[src/rtl/pipe_pkg.sv]
// Shared definitions for elastic pipeline-stage blocks.
package pipe_pkg;

  localparam int SKID_DEPTH = 2;

  typedef enum logic [1:0] {
    EMPTY = 2'd0,
    BUSY  = 2'd1,
    FULL  = 2'd2
  } skid_state_t;

  // Number of words held in a given occupancy state.
  function automatic logic [1:0] state_count(input skid_state_t s);
    logic [1:0] c;
    case (s)
      EMPTY:   c = 2'd0;
      BUSY:    c = 2'd1;
      FULL:    c = 2'd2;
      default: c = 2'd0;
    endcase
    return c;
  endfunction

endpackage

[src/rtl/pipe_skid_reg_skid_slot.sv]
// One data-word storage slot with synchronous reset and load enable.
module skid_slot #(
  parameter int WIDTH = 8
) (
  input  logic             clk,
  input  logic             reset,
  input  logic             i_load,
  input  logic [WIDTH-1:0] i_d,
  output logic [WIDTH-1:0] o_q
);

  logic [WIDTH-1:0] r_q;

  // Storage flop: cleared on reset, loaded only when enabled.
  always_ff @(posedge clk) begin
    if (reset) begin
      r_q <= '0;
    end else if (i_load) begin
      r_q <= i_d;
    end else begin
      r_q <= r_q;
    end
  end

  assign o_q = r_q;

endmodule

[src/rtl/pipe_skid_reg.sv]
// Two-entry elastic pipeline register: main slot drives out_data, skid slot
// absorbs the one word accepted while the consumer stalls.
module pipe_skid_reg
  import pipe_pkg::*;
#(
  parameter int WIDTH = 8
) (
  input  logic             clk,
  input  logic             reset,
  input  logic             flush,
  input  logic             in_valid,
  output logic             in_ready,
  input  logic [WIDTH-1:0] in_data,
  output logic             out_valid,
  input  logic             out_ready,
  output logic [WIDTH-1:0] out_data,
  output logic [1:0]       count
);

  skid_state_t      r_state;
  skid_state_t      w_state_nxt;
  logic             r_in_ready;
  logic             r_out_valid;
  logic [1:0]       r_count;
  logic             w_in_xfer;
  logic             w_out_xfer;
  logic             w_main_ld;
  logic             w_skid_ld;
  logic             w_main_from_skid;
  logic [WIDTH-1:0] w_main_d;
  logic [WIDTH-1:0] w_main_q;
  logic [WIDTH-1:0] w_skid_q;

  assign w_in_xfer  = in_valid && r_in_ready;
  assign w_out_xfer = r_out_valid && out_ready;

  // Next-state and slot-load decode; flush empties without touching slot data.
  always_comb begin
    w_state_nxt      = r_state;
    w_main_ld        = 1'b0;
    w_skid_ld        = 1'b0;
    w_main_from_skid = 1'b0;
    if (flush) begin
      w_state_nxt = EMPTY;
    end else begin
      case (r_state)
        EMPTY: begin
          if (w_in_xfer) begin
            w_main_ld   = 1'b1;
            w_state_nxt = BUSY;
          end else begin
            w_state_nxt = EMPTY;
          end
        end
        BUSY: begin
          if (w_in_xfer && w_out_xfer) begin
            w_main_ld   = 1'b1;
            w_state_nxt = BUSY;
          end else if (w_in_xfer) begin
            w_skid_ld   = 1'b1;
            w_state_nxt = FULL;
          end else if (w_out_xfer) begin
            w_state_nxt = EMPTY;
          end else begin
            w_state_nxt = BUSY;
          end
        end
        FULL: begin
          if (w_out_xfer) begin
            w_main_ld        = 1'b1;
            w_main_from_skid = 1'b1;
            w_state_nxt      = BUSY;
          end else begin
            w_state_nxt = FULL;
          end
        end
        default: begin
          w_state_nxt = EMPTY;
        end
      endcase
    end
  end

  // Main slot refills from skid when draining FULL, otherwise from the producer.
  always_comb begin
    if (w_main_from_skid) begin
      w_main_d = w_skid_q;
    end else begin
      w_main_d = in_data;
    end
  end

  skid_slot #(.WIDTH(WIDTH)) u_main (
    .clk    (clk),
    .reset  (reset),
    .i_load (w_main_ld),
    .i_d    (w_main_d),
    .o_q    (w_main_q)
  );

  skid_slot #(.WIDTH(WIDTH)) u_skid (
    .clk    (clk),
    .reset  (reset),
    .i_load (w_skid_ld),
    .i_d    (in_data),
    .o_q    (w_skid_q)
  );

  // State and handshake flags, all registered from the next state.
  always_ff @(posedge clk) begin
    if (reset) begin
      r_state     <= EMPTY;
      r_in_ready  <= 1'b1;
      r_out_valid <= 1'b0;
      r_count     <= 2'd0;
    end else begin
      r_state     <= w_state_nxt;
      r_in_ready  <= (w_state_nxt != FULL);
      r_out_valid <= (w_state_nxt != EMPTY);
      r_count     <= state_count(w_state_nxt);
    end
  end

  assign in_ready  = r_in_ready;
  assign out_valid = r_out_valid;
  assign out_data  = w_main_q;
  assign count     = r_count;

endmodule
[config.mk]
export PLATFORM = sky130hd
export DESIGN_NAME = pipe_skid_reg
export DESIGN_NICKNAME = d
export VERILOG_FILES = /design/src/rtl/pipe_pkg.sv /design/src/rtl/pipe_skid_reg_skid_slot.sv /design/src/rtl/pipe_skid_reg.sv
export SDC_FILE = /design/constraint.sdc
export NUM_CORES = 1
export LEC_CHECK = 0
export CAP_MARGIN = 20
export CORE_UTILIZATION = 50
export CTS_CLUSTER_DIAMETER = 150
export CTS_CLUSTER_SIZE = 14
export DETAILED_ROUTE_END_ITERATION = 8
export PLACE_DENSITY = 0.82
export SLEW_MARGIN = 25
export SYNTH_ARGS = -nofsm -noshare
export SYNTH_HDL_FRONTEND = slang
export SYNTH_SLANG_ARGS = --single-unit
[constraint.sdc]
create_clock -name clk -period 4.87 [get_ports clk]
set_input_delay 1.2175 -clock clk [delete_from_list [all_inputs] [get_ports clk]]
set_output_delay 1.2175 -clock clk [all_outputs]
set_load 0.005 [all_outputs]
== Word-level counts from Yosys, hierarchy flattened ==
Index checks and enable logic that the tools add are counted.

* Output and inout port bits: 12
* Bits of input ports: 13
* Logic and storage cells: 35
* Register bits after elaboration: 22

* Reduce and logical (&&, ||, !) cells: 5
* Muxes and demuxes: 19
* Eq/ne operators: 5

{| class="wikitable"
|+ Operators with widths
! cell !! count
|-
| $mux W1 || 11
|-
| $mux W2 || 4
|-
| $mux W8 || 1
|-
| $pmux W2 S3 || 1
|-
| $eq A2 B1 Y1 const B || 2
|-
| $eq A2 B2 Y1 const B || 2
|-
| $pmux W2 S2 || 1
|-
| $logic_and A1 B1 Y1 || 3
|-
| $pmux W1 S3 || 1
|-
| $logic_not A2 Y1 || 1
|-
| $ne A2 B2 Y1 const B || 1
|-
| $reduce_bool A2 Y1 || 1
|}

== Logic depth before layout (Yosys ltp) ==
* Depth in word-level cells: 8
* Depth in mapped cells: 8
* Gate-level depth less buffers: 7

== Hierarchy ==
From an unflattened synthesis, not the netlist that was laid out.

* Cells, all modules: 94
* Area, all modules: 999.7 µm²

{| class="wikitable"
|+ Modules (own cells, without submodules)
! module !! instances !! cells each !! seq. area each (µm²) !! area an instance (µm²)
|-
| skid_slot || 2 || 26 || 160.2 || 285.3
|-
| pipe_skid_reg || 1 || 42 || 120.1 || 429.2
|}

== Least setup slack after synthesis ==
Ideal clock, no wire load.

* Path type: input to register
* From: input in_valid
* To: register r_out_valid (netlist: out_valid)
* Required time: 4747 ps
* Stages on the path: 6
* Path slack: 2481 ps
* Data arrival time: 2266 ps
* Setup time: 123 ps
* Path buffers: 0
* Path through: and2_1 -> ha_1 -> and3b_2 -> a31oi_1 -> nor3_1 -> or2_2

* Word-level cells in the longest chain between the ends: 6
* Elaborated cells between the ends (all ways): 8
* Those cells by class: mux (5); reduce/logical (3)

{| class="wikitable"
|+ Ends and longest elaborated chain
! what !! RTL line !! text
|-
| from (decl) || pipe_skid_reg.sv:11 || <nowiki>input logic in_valid,</nowiki>
|-
| $logic_and A1 B1 Y1 (*) || pipe_skid_reg.sv:34 || <nowiki>assign w_in_xfer = in_valid && r_in_ready;</nowiki>
|-
| $mux W2 or $logic_and A1 B1 Y1 (tied branches) || pipe_skid_reg.sv:59, pipe_skid_reg.sv:56 ||
|-
| $mux W2 || pipe_skid_reg.sv:56 || <nowiki>if (w_in_xfer && w_out_xfer) begin</nowiki>
|-
| $pmux W2 S3 (*) || pipe_skid_reg.sv:46 || <nowiki>case (r_state)</nowiki>
|-
| $mux W2 (*) || pipe_skid_reg.sv:43 || <nowiki>if (flush) begin</nowiki>
|-
| $reduce_bool A2 Y1 (*) || pipe_skid_reg.sv:119 || <nowiki>r_out_valid <= (w_state_nxt != EMPTY);</nowiki>
|-
| to (signal assigned) || pipe_skid_reg.sv:119 ||
|-
| to (decl) || pipe_skid_reg.sv:23 || <nowiki>logic r_out_valid;</nowiki>
|}

Mark *: on every way between the ends. The rest lies on a longest branch, timed or not.
A chain may end at the register's enable or synchronous reset.

== Worst setup path in the final report ==
* From: input out_ready
* To: register r_out_valid (netlist: out_valid)

* Word-level cells in the longest chain between the ends: 7
* Elaborated cells between the ends (all ways): 9
* Those cells by class: mux (6); reduce/logical (3)

{| class="wikitable"
|+ Ends and longest elaborated chain
! what !! RTL line !! text
|-
| from (decl) || pipe_skid_reg.sv:15 || <nowiki>input logic out_ready,</nowiki>
|-
| $logic_and A1 B1 Y1 (*) || pipe_skid_reg.sv:35 || <nowiki>assign w_out_xfer = r_out_valid && out_ready;</nowiki>
|-
| $mux W1 || pipe_skid_reg.sv:62 || <nowiki>end else if (w_out_xfer) begin</nowiki>
|-
| $mux W2 || pipe_skid_reg.sv:59 || <nowiki>end else if (w_in_xfer) begin</nowiki>
|-
| $mux W2 || pipe_skid_reg.sv:56 ||
|-
| $pmux W2 S3 (*) || pipe_skid_reg.sv:46 ||
|-
| $mux W2 (*) || pipe_skid_reg.sv:43 ||
|-
| $reduce_bool A2 Y1 (*) || pipe_skid_reg.sv:119 ||
|}

Marked as above.

==> flow_summary.json <==
{
  "status": "complete, no violations",
  "p_int_mw": 0.261,
  "final_util": 0.709,
  "core_mm2": 0.00176,
  "power_density_mw_per_mm2": 272,
  "cts_tree": "yes",
  "synth.distinct_cells": 26,
  "wl_mm": 1.62,
  "drt-initial-drc-count": 3,
  "pwr-share-comb": 0.143,
  "fmax_mhz": 361,
  "max_cap_viol_count": 0,
  "setup_tns_ps": 0,
  "synth_cells": 89,
  "final_nets": 128,
  "worst_slew_pin_slew_ps": 704,
  "crit_chain": "clkdlybuf4s50_1 -> nand2_1 -> ha_1 -> and3b_2 -> a31oi_1 -> nor3_1 -> or2_2",
  "antenna_found_initial": 0,
  "ys_seq_area_frac": 0.461,
  "vias": 706,
  "multiInputGateArea_um2": 490,
  "critPathMaxStageDelay_ps": 530,
  "initial_core_util": 0.542,
  "stdcell_area_mm2": 0.00125,
  "maxSlewViolCount": 0,
  "cp_slowest_cell": "clkdlybuf4s50_1",
  "power.total_mw": 0.340,
  "cts_buffers": 3,
  "grt_pass1_wl_mm": 2.55,
  "clock_sinks": 22,
  "p_leak_nw": 0.434,
  "grt_pass1_vias": 612,
  "rsz0062_at_grt": "no",
  "p_seq_frac": 0.564,
  "root_buffer": "clkbuf_4",
  "die_area_mm2": 0.00209,
  "viasPerCell": 5.15,
  "areaGrowthSynthToFinish_pct": 30.8,
  "hold_viol_final": 0,
  "synth_area_um2": 956,
  "ios": 25,
  "mappedNetlistNets": 104,
  "fp-row-count": 15,
  "num_antenna_cells": 0,
  "hpwl_mm": 1.18,
  "io_buffers": 24,
  "hold_buffers": 0,
  "grt_max_degree": 20,
  "postCtsSetupBuffers": 0,
  "worst-setup-path-type": "in -> reg",
  "globalRouteOverflowTotal": 0,
  "fillers": 148,
  "skew_ps": 8.87,
  "period_share": 0.569,
  "p_sw_frac": 0.230,
  "cts.clk_slew.worst_paths_ps": 120,
  "slew_headroom": 0.529,
  "drcViolationCount": 0,
  "fin_crit_ps": 2770,
  "cts.htree.levels": 1,
  "avgSynthCellArea_um2": 10.7,
  "grt_usage": 0.175,
  "gp_congestion": 0.892,
  "clockBufferDepth": 2,
  "wl_per_cell_um": 11.8,
  "die_h_um": 45.7,
  "yosys_register_bits": 22,
  "switching_power_mw": 0.0781,
  "ys_warn_count": 0,
  "place_area_mm2": 0.00120,
  "crit_arrival_ps": 2970,
  "crit_buf_inv": 1,
  "cp_max_fo": 3,
  "die_x_um": 45.7,
  "clockPowerShare": 0.293,
  "antenna_left": 0,
  "drive_gt1_frac": 0.116,
  "drt-pass1-iter-count": 2,
  "endpoint_kind": "flop",
  "final-setup-viol-count": 0,
  "startpoint_type": "primary input",
  "clk_latency_ps": 300,
  "crit_family": "simple AND/OR/NAND/NOR gates",
  "min_path_type": "reg -> reg",
  "regArea_um2": 440,
  "crit_required_ps": 5070,
  "peakVddDrop_v": 0.000168,
  "post_cts_resized": 0
}
layout make-up:
cell class	instances	area share
well taps	25	0.0250
clock buffers	4	0.0290
multi-input cells	59	0.392
repair buffers	24	0.192
inverters	3	0.00901
flip-flops and latches	22	0.352
cells in the final DEF (no fill, tap or decap), types with 2 or more instances in the layout:
cell type	count
inv_1	3
ha_1	2
clkbuf_4	3
nand3b_1	2
dfxtp_1	22
a211oi_1	6
clkdlybuf4s50_1	24
a31oi_1	2
nor2_1	16
a211oi_2	2
mux2i_1	16
logic make-up after synthesis:
logic type / synth area share
muxes: 0.168
adders and majority gates: 0.0262
DFF: 0.461
and+or+nand+nor: 0.187
buffers and inverters: 0.0419
AOI/OAI and AO/OA: 0.116
synth_stat cells:
| master | number | share of area |
|---|---|---|
| a211oi_1 | 6 | 0.047 |
| a211oi_2 | 2 | 0.026 |
| a31oi_1 | 2 | 0.013 |
| a31oi_4 | 1 | 0.022 |
| and2_1 | 1 | 0.0065 |
| and3b_2 | 1 | 0.010 |
| buf_2 | 1 | 0.0052 |
| buf_6 | 1 | 0.012 |
| clkbuf_1 | 2 | 0.0079 |
| clkbuf_2 | 1 | 0.0052 |
| dfxtp_1 | 22 | 0.46 |
| ha_1 | 2 | 0.026 |
| inv_1 | 3 | 0.012 |
| mux2i_1 | 16 | 0.17 |
| nand2_1 | 1 | 0.0039 |
| nand3b_1 | 2 | 0.016 |
| nand4b_4 | 1 | 0.025 |
| nand4bb_2 | 1 | 0.017 |
| nor2_1 | 16 | 0.063 |
| nor2_4 | 1 | 0.012 |
| nor2b_1 | 1 | 0.0065 |
| nor3_1 | 1 | 0.0052 |
| nor4_1 | 1 | 0.0065 |
| nor4b_1 | 1 | 0.0092 |
| o21a_1 | 1 | 0.0079 |
| or2_2 | 1 | 0.0065 |
worst min-delay path: cells and delay by family, from the launching register on:
kind	cells	cell delay [ps]
AND/OR/NAND/NOR	1	90
AO/OA/AOI/OAI	1	50
flip-flops	1	330
power by group through the flow:
stage / combinational, mW / sequential [mW] / clock [mW]
finish: 0.0487 / 0.191 / 0.0994
global route: 0.0534 / 0.193 / 0.112
CTS: 0.0486 / 0.192 / 0.103
detailed placement: 0.0483 / 0.196 / 0
global placement: 0.0476 / 0.195 / 0
floorplan: 0.0232 / 0.196 / 0
metal layers:
layer  wire (um)  track usage  vias to the layer above  share of wire
met1         784        0.229                      325           0.49
met5           0            0                        -              0
met4          13        0.124                        0         0.0080
met2         756        0.254                       14           0.47
li1            -            -                      365              -
met3          60       0.0397                        2          0.037
flip-flops by register name, summed over array words and instances, names as in the netlist:
signal / cells
count: 2
in_ready: 1
out_valid: 1
r_state: 2
u_main.o_q: 8
u_skid.o_q: 8
final timing paths:
path	cells past startpoint	to	start	slack, ps
hold reg to reg	2	u_main.o_q[6]	u_main.o_q[6]	510
setup / recovery	7	out_valid	out_ready	2100
hold / removal	2	u_main.o_q[6]	u_main.o_q[6]	510
setup reg to reg	5	u_skid.o_q[7]	in_ready	3130
metrics by stage:
step | worst slack (ps) | hold WS, ps | instances
after floorplan | 2480 | 460 | 89
after global placement | 1530 | 474 | 133
after detailed placement | 1460 | 485 | 133
after CTS | 1770 | 509 | 137
after global routing | 1980 | 538 | 137
final | 2100 | 506 | 137
Note: power is estimated with default switching activity, not from simulation.
